===== src/rtl/int_to_single_arbiter.sv =====
// int_to_single_arbiter: round-robin sharing of one int-to-float converter among four requesters
module int_to_single_arbiter #(
  parameter int LATENCY = 3
) (
  input  logic         clk,
  input  logic         rst_n,
  input  logic [127:0] in_data,
  input  logic [3:0]   in_valid,
  output logic [3:0]   in_ready,
  input  logic [3:0]   req_en,
  output logic [31:0]  conv_a,
  input  logic [31:0]  conv_z,
  output logic [31:0]  out_data,
  output logic [3:0]   out_valid,
  output logic         busy
);
  logic [1:0]             last_grant;
  logic [1:0]             gid;
  logic [3:0]             cand;
  logic                   hs;
  // One extra tag stage covers the cycle between the conv_a register and the
  // converter's LATENCY cycles, so the result is sampled LATENCY+1 edges after issue.
  logic [LATENCY:0]       tv;
  logic [LATENCY:0][1:0]  tid;
  assign cand = in_valid & req_en;
  assign hs   = |in_ready;
  assign busy = |tv;
  // Grant the first eligible requester after last_grant; the lowest k wins, so iterate downward.
  always_comb begin
    in_ready = '0;
    gid = last_grant;
    for (int k = 4; k >= 1; k--)
      if (rst_n && cand[2'(last_grant + 2'(k))]) begin
        gid = 2'(last_grant + 2'(k));
        in_ready = 4'b1 << gid;
      end
  end
  // Issue operands, track owners through the converter, and register the returning result.
  always_ff @(posedge clk or negedge rst_n) begin
    if (!rst_n) begin
      last_grant <= 2'd3;
      conv_a <= '0;
      tv <= '0;
      tid <= '0;
      out_data <= '0;
      out_valid <= '0;
    end else begin
      tv <= {tv[LATENCY-1:0], hs};
      tid <= {tid[LATENCY-1:0], gid};
      if (hs) begin
        last_grant <= gid;
        conv_a <= in_data[32*gid +: 32];
      end
      out_valid <= tv[LATENCY] ? 4'b1 << tid[LATENCY] : 4'b0;
      if (tv[LATENCY]) out_data <= conv_z;
    end
  end
endmodule

===== config.mk =====
export PLATFORM = sky130hd
export DESIGN_NAME = int_to_single_arbiter
export DESIGN_NICKNAME = d
export VERILOG_FILES = /design/src/rtl/int_to_single_arbiter.sv
export SDC_FILE = /design/constraint.sdc
export NUM_CORES = 1
export LEC_CHECK = 0
export ABC_AREA = 1
export BUFFER_PORTS_ARGS = -buffer_cell sky130_fd_sc_hd__buf_2
export CORE_ASPECT_RATIO = 0.8
export CORE_UTILIZATION = 30
export DETAILED_ROUTE_END_ITERATION = 16
export PLACE_DENSITY = 0.53
export SLEW_MARGIN = 15
export SYNTH_ARGS = -nofsm -noshare
export SYNTH_HDL_FRONTEND = slang
export SYNTH_SLANG_ARGS = --single-unit

===== constraint.sdc =====
create_clock -name clk -period 7.32 [get_ports clk]
set_input_delay 2.196 -clock clk [delete_from_list [all_inputs] [get_ports clk]]
set_output_delay 2.196 -clock clk [all_outputs]
set_load 0.005 [all_outputs]

==> results of run 1 <==
path summary, 6_finish.rpt:
| path | from | to | slack (ns) | cells after the start |
|---|---|---|---|---|
| max | rst_n | in_ready[1] | 1.67 | 8 |
| min | tid[5] | tid[7] | 0.34 | 0 |
| max reg2reg | last_grant[0] | conv_a[1] | 3.51 | 16 |
| min reg2reg | tid[5] | tid[7] | 0.34 | 0 |
| max in group asynchronous | rst_n | tv[0] | 4.42 | 2 |
| min in group asynchronous | rst_n | out_data[21] | 1.80 | 1 |
state kept, by name, indices dropped and copies added, names as in the netlist:
register,flops
conv_a,32
out_data,32
tid,8
last_grant,2
tv,4
out_valid,4
report_power, final:
part / internal (uW) / total (uW) / switching [uW]
Sequential: 717 / 839 / 122
Combinational: 799 / 2420 / 1620
Clock: 236 / 438 / 201
cells by family (layout without fill, tap and decap cells):
kind of cell	count (synthesis)	count (layout)	share of synthesized area
AO/OA/AOI/OAI	5	5	0.00612
buffers and inverters	157	378	0.134
adder cells (fa/ha/maj)	4	4	0.00979
flip-flops	82	82	0.402
AND/OR/NAND/NOR	496	496	0.449
Yosys cell counts:
library cell / n
nand2_4: 3
buf_6: 3
nand3_1: 148
or4_1: 1
nand2_2: 5
nor2_1: 6
inv_2: 3
dfrtp_1: 80
nor2_2: 1
inv_1: 110
nand2_1: 286
clkbuf_1: 7
clkinv_1: 1
ha_1: 4
o21ai_1: 4
nand3_2: 8
nand3b_1: 32
nor2_8: 2
nor3_1: 4
buf_4: 12
dfstp_2: 2
buf_2: 21
a21boi_2: 1
worst max-delay path: stages:
cell     delay, ns
buf_4         0.38
nand2_1       0.10
nor2_1        0.25
nand3_1       0.12
nand3_1       0.09
nand2_1       0.07
nand2_2       0.11
buf_2         0.13
area by class of cell:
| class | count | area share |
|---|---|---|
| sequential | 82 | 0.307 |
| tap | 220 | 0.0411 |
| inverter | 114 | 0.0639 |
| clock buffer | 9 | 0.0336 |
| clock inverter | 7 | 0.00878 |
| timing repair buffer | 248 | 0.188 |
| multi-input combinational | 505 | 0.358 |
per-layer routing:
metal,up-vias,global-route usage,share of wire
li1,2729,-,-
met1,2331,0.244,0.47
met2,219,0.279,0.43
met3,12,0.0537,0.090
met4,0,0.0483,0.011
met5,-,0,0
metrics by stage:
step / util / setup WS (ns) / power, uW / std cells / area, um2
final: 0.403 / 1.67 / 3700 / 1185 / 6700
after global routing: 0.403 / 1.53 / 4120 / 1185 / 6700
after CTS: 0.403 / 1.67 / 3770 / 1185 / 6700
after detailed placement: 0.386 / 1.67 / 3320 / 1169 / 6410
after global placement: 0.386 / 1.66 / 3320 / 1169 / 6410
after floorplan: - / 2.20 / 2680 / 744 / 5110
==> flow_summary.yaml, run 1 <==
outcome:
  status: "complete, no violations"
sta:
  period_needed_ns: 5.65
  finalSetupViolCount: 0
  tightest_slew_ns: 1.04
  max_slew_margin: 0.303
  hold_ws_ns: 0.345
  setup_tns_ns: 0
  finClkSkew_ns: 0.00772
  hold_viol: 0
  drv_slew: 0
  rsz0062_at_grt: "false"
  period_share: 0.772
  clock.fmax_mhz: 177
global_routing:
  grt_pass1_wl_um: 24900
  grt_start_max_net_pins: 66
  grt_usage: 0.181
  grt_pass1_vias: 4823
  gr-total-overflow: 0
  antenna_found_initial: 1
worst_setup_path:
  critPathRequiredTime_ns: 5.12
  crit_type: "in2out"
  critPathLaunchType: "input pin"
  end_kind: "output port"
  critPathArrivalTime_ns: 3.45
  critPathMaxFanout: 34
pwr:
  ir_drop_v: 0.000257
  power_density_mw_per_mm2: 552
  p_leak_uw: 0.00409
cells_and_area:
  nFillCells: 1788
  antennaDiodeCount: 0
  area_growth_syn_to_layout_pct: 30.9
  final_common_cell: "nand2_1"
  layout.nets: 1134
  final_cell_mix: "nand2_1 (284), buf_2 (241), nand3_1 (147)"
  regArea_mm2: 0.00205
  multi_input_area_mm2: 0.00239
  layout-drive-gt1-share: 0.303
synth:
  synth_seq_area_share: 0.402
  avgSynthCellArea_um2: 6.87
  ys_top_cells_by_area: "dfrtp_1 (39%), nand2_1 (21%), nand3_1 (14%), inv_1 (8.1%), nand3b_1 (4.7%)"
  ys_ff_latch: 82
  netlist.area_leader.share: 0.391
  synth.distinct_cells: 23
  syn_inst: 744
  yosys.area.top_type: "dfrtp_1"
  synth.cell_area_mm2: 0.00511
  syn-num-nets: 918
  yosysWarningCount: 0
job:
  maxCapViolCount: 0
drt:
  drc: 0
  drt-total-wl_um: 15800
  drt-pass1-iter-count: 4
  avgRoutedWirePerCell_um: 13.3
  routed_via_density: 4.46
  ant_nets: 0
  drt_iter0_markers: 194
  vias: 5291
die:
  die-height_um: 119
  row_count: 42
  coreArea_mm2: 0.0166
  die_area_mm2: 0.0176
  initial_core_util: 0.308
  die_width_um: 148
  ioPinCount: 243
place:
  place_hpwl_um: 11000
  gp_congestion: 0.793
  io_buffers: 242
clock_network:
  path_clk_slew_ns: 0.06
  tritoncts: "done"
  numCtsBuffers: 9
  cts_buffer_depth: 2
  post_cts_resized: 0
  post_cts_buffers: 0
  postCtsHoldBufs: 0
  cts_root_buf: "clkbuf_16"
  clk_latency_ns: 0.34
  clock-sinks: 82
  htreeDepth: 3
worst_hold_path:
  hp-class: "reg2reg"
No activity file was read; power rests on OpenSTA's default activity.
==> run 2: changes to the inputs <==
--- a/config.mk
+++ b/config.mk
@@ -5,12 +5,12 @@
 export SDC_FILE = /design/constraint.sdc
 export NUM_CORES = 1
 export LEC_CHECK = 0
-export ABC_AREA = 1
+export ABC_AREA = 0
 export BUFFER_PORTS_ARGS = -buffer_cell sky130_fd_sc_hd__buf_2
 export CORE_ASPECT_RATIO = 0.8
 export CORE_UTILIZATION = 30
 export DETAILED_ROUTE_END_ITERATION = 16
-export PLACE_DENSITY = 0.53
+export PLACE_DENSITY = 0.55
 export SLEW_MARGIN = 15
 export SYNTH_ARGS = -nofsm -noshare
 export SYNTH_HDL_FRONTEND = slang
==> constraint.sdc (replaced) <==
create_clock -name clk -period 5.4 [get_ports clk]
set_input_delay 1.62 -clock clk [delete_from_list [all_inputs] [get_ports clk]]
set_output_delay 1.62 -clock clk [all_outputs]
set_load 0.005 [all_outputs]
==> run 2 against run 1 <==
Clock skew down 0.0023 ns. Flip-flop and latch count did not move. Clock-buffer cell count grew 1. Setup slack worse by 1.1 ns. Core utilization up 3.0 points. Synthesized area decreased by 15%. First-iteration DRC count decreased by 46%. Register-to-register slack lost 2.1 ns. Largest power group unchanged. Highest routed layer is now met5.
==> flow_summary.yaml, run 2 <==
outcome:
  status: "complete, no violations"
worst_setup_path:
  end_kind: "output port"
  critPathArrivalTime_ns: 3.19
  critPathRequiredTime_ns: 3.78
  r2r_setup_slack_ns: 1.39
  critPathLaunchType: "input pin"
  critPathMaxFanout: 4
  crit_type: "in2out"
die:
  die-height_um: 110
  die_area_mm2: 0.0150
  ioPinCount: 243
  die_width_um: 137
  row_count: 38
  coreArea_mm2: 0.0138
  initial_core_util: 0.315
clock_network:
  numCtsBuffers: 9
  tritoncts: "done"
  post_cts_buffers: 0
  post_cts_resized: 0
  path_clk_slew_ns: 0.06
  cts_buffer_depth: 2
  htreeDepth: 3
  cts_root_buf: "clkbuf_16"
  clk_latency_ns: 0.33
  clock-sinks: 82
  postCtsHoldBufs: 0
pwr:
  ir_drop_v: 0.000841
  power_density_mw_per_mm2: 674
  p_leak_uw: 0.00290
sta:
  hold_viol: 0
  setup_slack_ns: 0.588
  hold_ws_ns: 0.349
  setup_tns_ns: 0
  drv_slew: 0
  tightest_slew_ns: 1.13
  period_needed_ns: 4.81
  finClkSkew_ns: 0.00544
  finalSetupViolCount: 0
  clock.fmax_mhz: 208
  max_slew_margin: 0.243
  rsz0062_at_grt: "false"
  period_share: 0.891
place:
  pre_cts_slack_ns: 0.600
  io_buffers: 242
  gp_congestion: 0.866
  placed_cells: 687
  place_hpwl_um: 8870
synth:
  synth_seq_area_share: 0.472
  yosysWarningCount: 0
  synth.distinct_cells: 49
  syn_inst: 275
  async_reset_ff_frac: 1.00
  synth.most_common_cell: "dfrtp_1"
  syn-num-nets: 449
  dominantRegCellSynth: "dfrtp_1"
  ys_ff_latch: 82
  avgSynthCellArea_um2: 15.8
  synth.cell_area_mm2: 0.00435
  yosys.area.top_type: "dfrtp_1"
  synth_edf_count: 0
  ys_top_cells_by_area: "dfrtp_1 (46%), mux4_2 (17%), mux2_4 (10%), mux2_2 (9.6%), buf_12 (1.4%)"
  ys_top_cells_by_count: "dfrtp_1 (80), mux2_2 (37), mux4_2 (33), mux2_4 (29)"
  netlist.area_leader.share: 0.460
drt:
  drc: 0
  avgRoutedWirePerCell_um: 16.2
  drt-pass1-iter-count: 4
  drt_iter0_markers: 105
  routed_via_density: 4.77
  drt-total-wl_um: 11400
  vias: 3366
  ant_nets: 0
cells_and_area:
  layout-drive-gt1-share: 0.715
  layout.nets: 692
  area_growth_syn_to_layout_pct: 37.5
  largest_registers: "conv_a: 32 flops, out_data: 32 flops, tid: 8 flops"
  final_common_cell: "buf_2"
  nFillCells: 1295
  final_cell_mix: "buf_2 (241), dfrtp_1 (80), mux2_2 (37)"
  instances_no_fill: 705
global_routing:
  gr-total-overflow: 0
  grt_pass1_vias: 3467
  antenna_found_initial: 4
  grt_pass1_wl_um: 17400
  grt_start_max_net_pins: 65
  grt_usage: 0.155
worst_hold_path:
  hp-class: "reg2reg"
job:
  maxCapViolCount: 0
[run 2: changes by cell type in the layout (fill, tap and decap cells not counted), sizes merged, moves of 5 or more]
| cell | change |
|---|---|
| and2 | +6 |
| nand4 | +5 |
| inv | -110 |
| nand3b | -31 |
| nor2 | -6 |
| mux2 | +66 |
| nand2 | -288 |
| nand3 | -155 |
| mux4 | +33 |
[run 2: path summary, 6_finish.rpt]
| path | endpoint | cells past startpoint | start |
|---|---|---|---|
| max in group asynchronous | conv_a[13] | 3 | rst_n |
| hold / removal | tid[5] | 0 | tid[3] |
| setup / recovery | in_ready[3] | 7 | in_valid[1] |
| hold reg to reg | tid[5] | 0 | tid[3] |
| setup reg to reg | conv_a[2] | 9 | last_grant[0] |
| min in group asynchronous | conv_a[2] | 2 | rst_n |
[run 2: critical path, stage by stage]
cell and delay, ns:
buf_2 0.12, and2_1 0.17, mux4_2 0.48, and3_4 0.20
a221oi_1 0.30, o31ai_1 0.15, buf_2 0.14
[run 2: routing by layer]
layer / vias up / routed length, um / track usage
met4: 4 / 116 / 0.0492
met2: 144 / 5420 / 0.246
met1: 1647 / 5000 / 0.203
li1: 1558 / - / -
met5: - / 23 / 0
met3: 13 / 876 / 0.0438
[run 2: area by class of cell]
class                   count  area, um2  share of cell area
clock buffers              10        229              0.0382
inverters                   6       22.5             0.00376
diodes                      2       5.00            0.000836
multi-input cells         170       2140               0.357
flip-flops and latches     82       2050               0.343
clock inverters             6       48.8             0.00815
repair buffers            249       1270               0.211
well taps                 180        225              0.0376
[run 2: cells by family after synthesis]
group                      Yosys count  synth area share
and+or+nand+nor                     42            0.0621
buffers and inverters               23            0.0411
xor gates and xnor gates             2           0.00402
adders and majority gates            4            0.0115
AOI/OAI and AO/OA                   21            0.0382
DFF                                 82             0.472
muxes                              101             0.371
[run 2: report_power, final]
part,switching (uW),total [uW],internal [uW]
combinational,959,2340,1380
sequential,176,1130,958
clock,248,564,315
[run 2: through the flow]
stage | power [uW] | utilization | area (um2)
global placement | 3480 | 0.412 | 5700
finish | 4040 | 0.433 | 5990
floorplan | 2990 | - | 4350
detailed placement | 3520 | 0.412 | 5700
CTS | 4120 | 0.432 | 5980
global route | 4330 | 0.432 | 5980
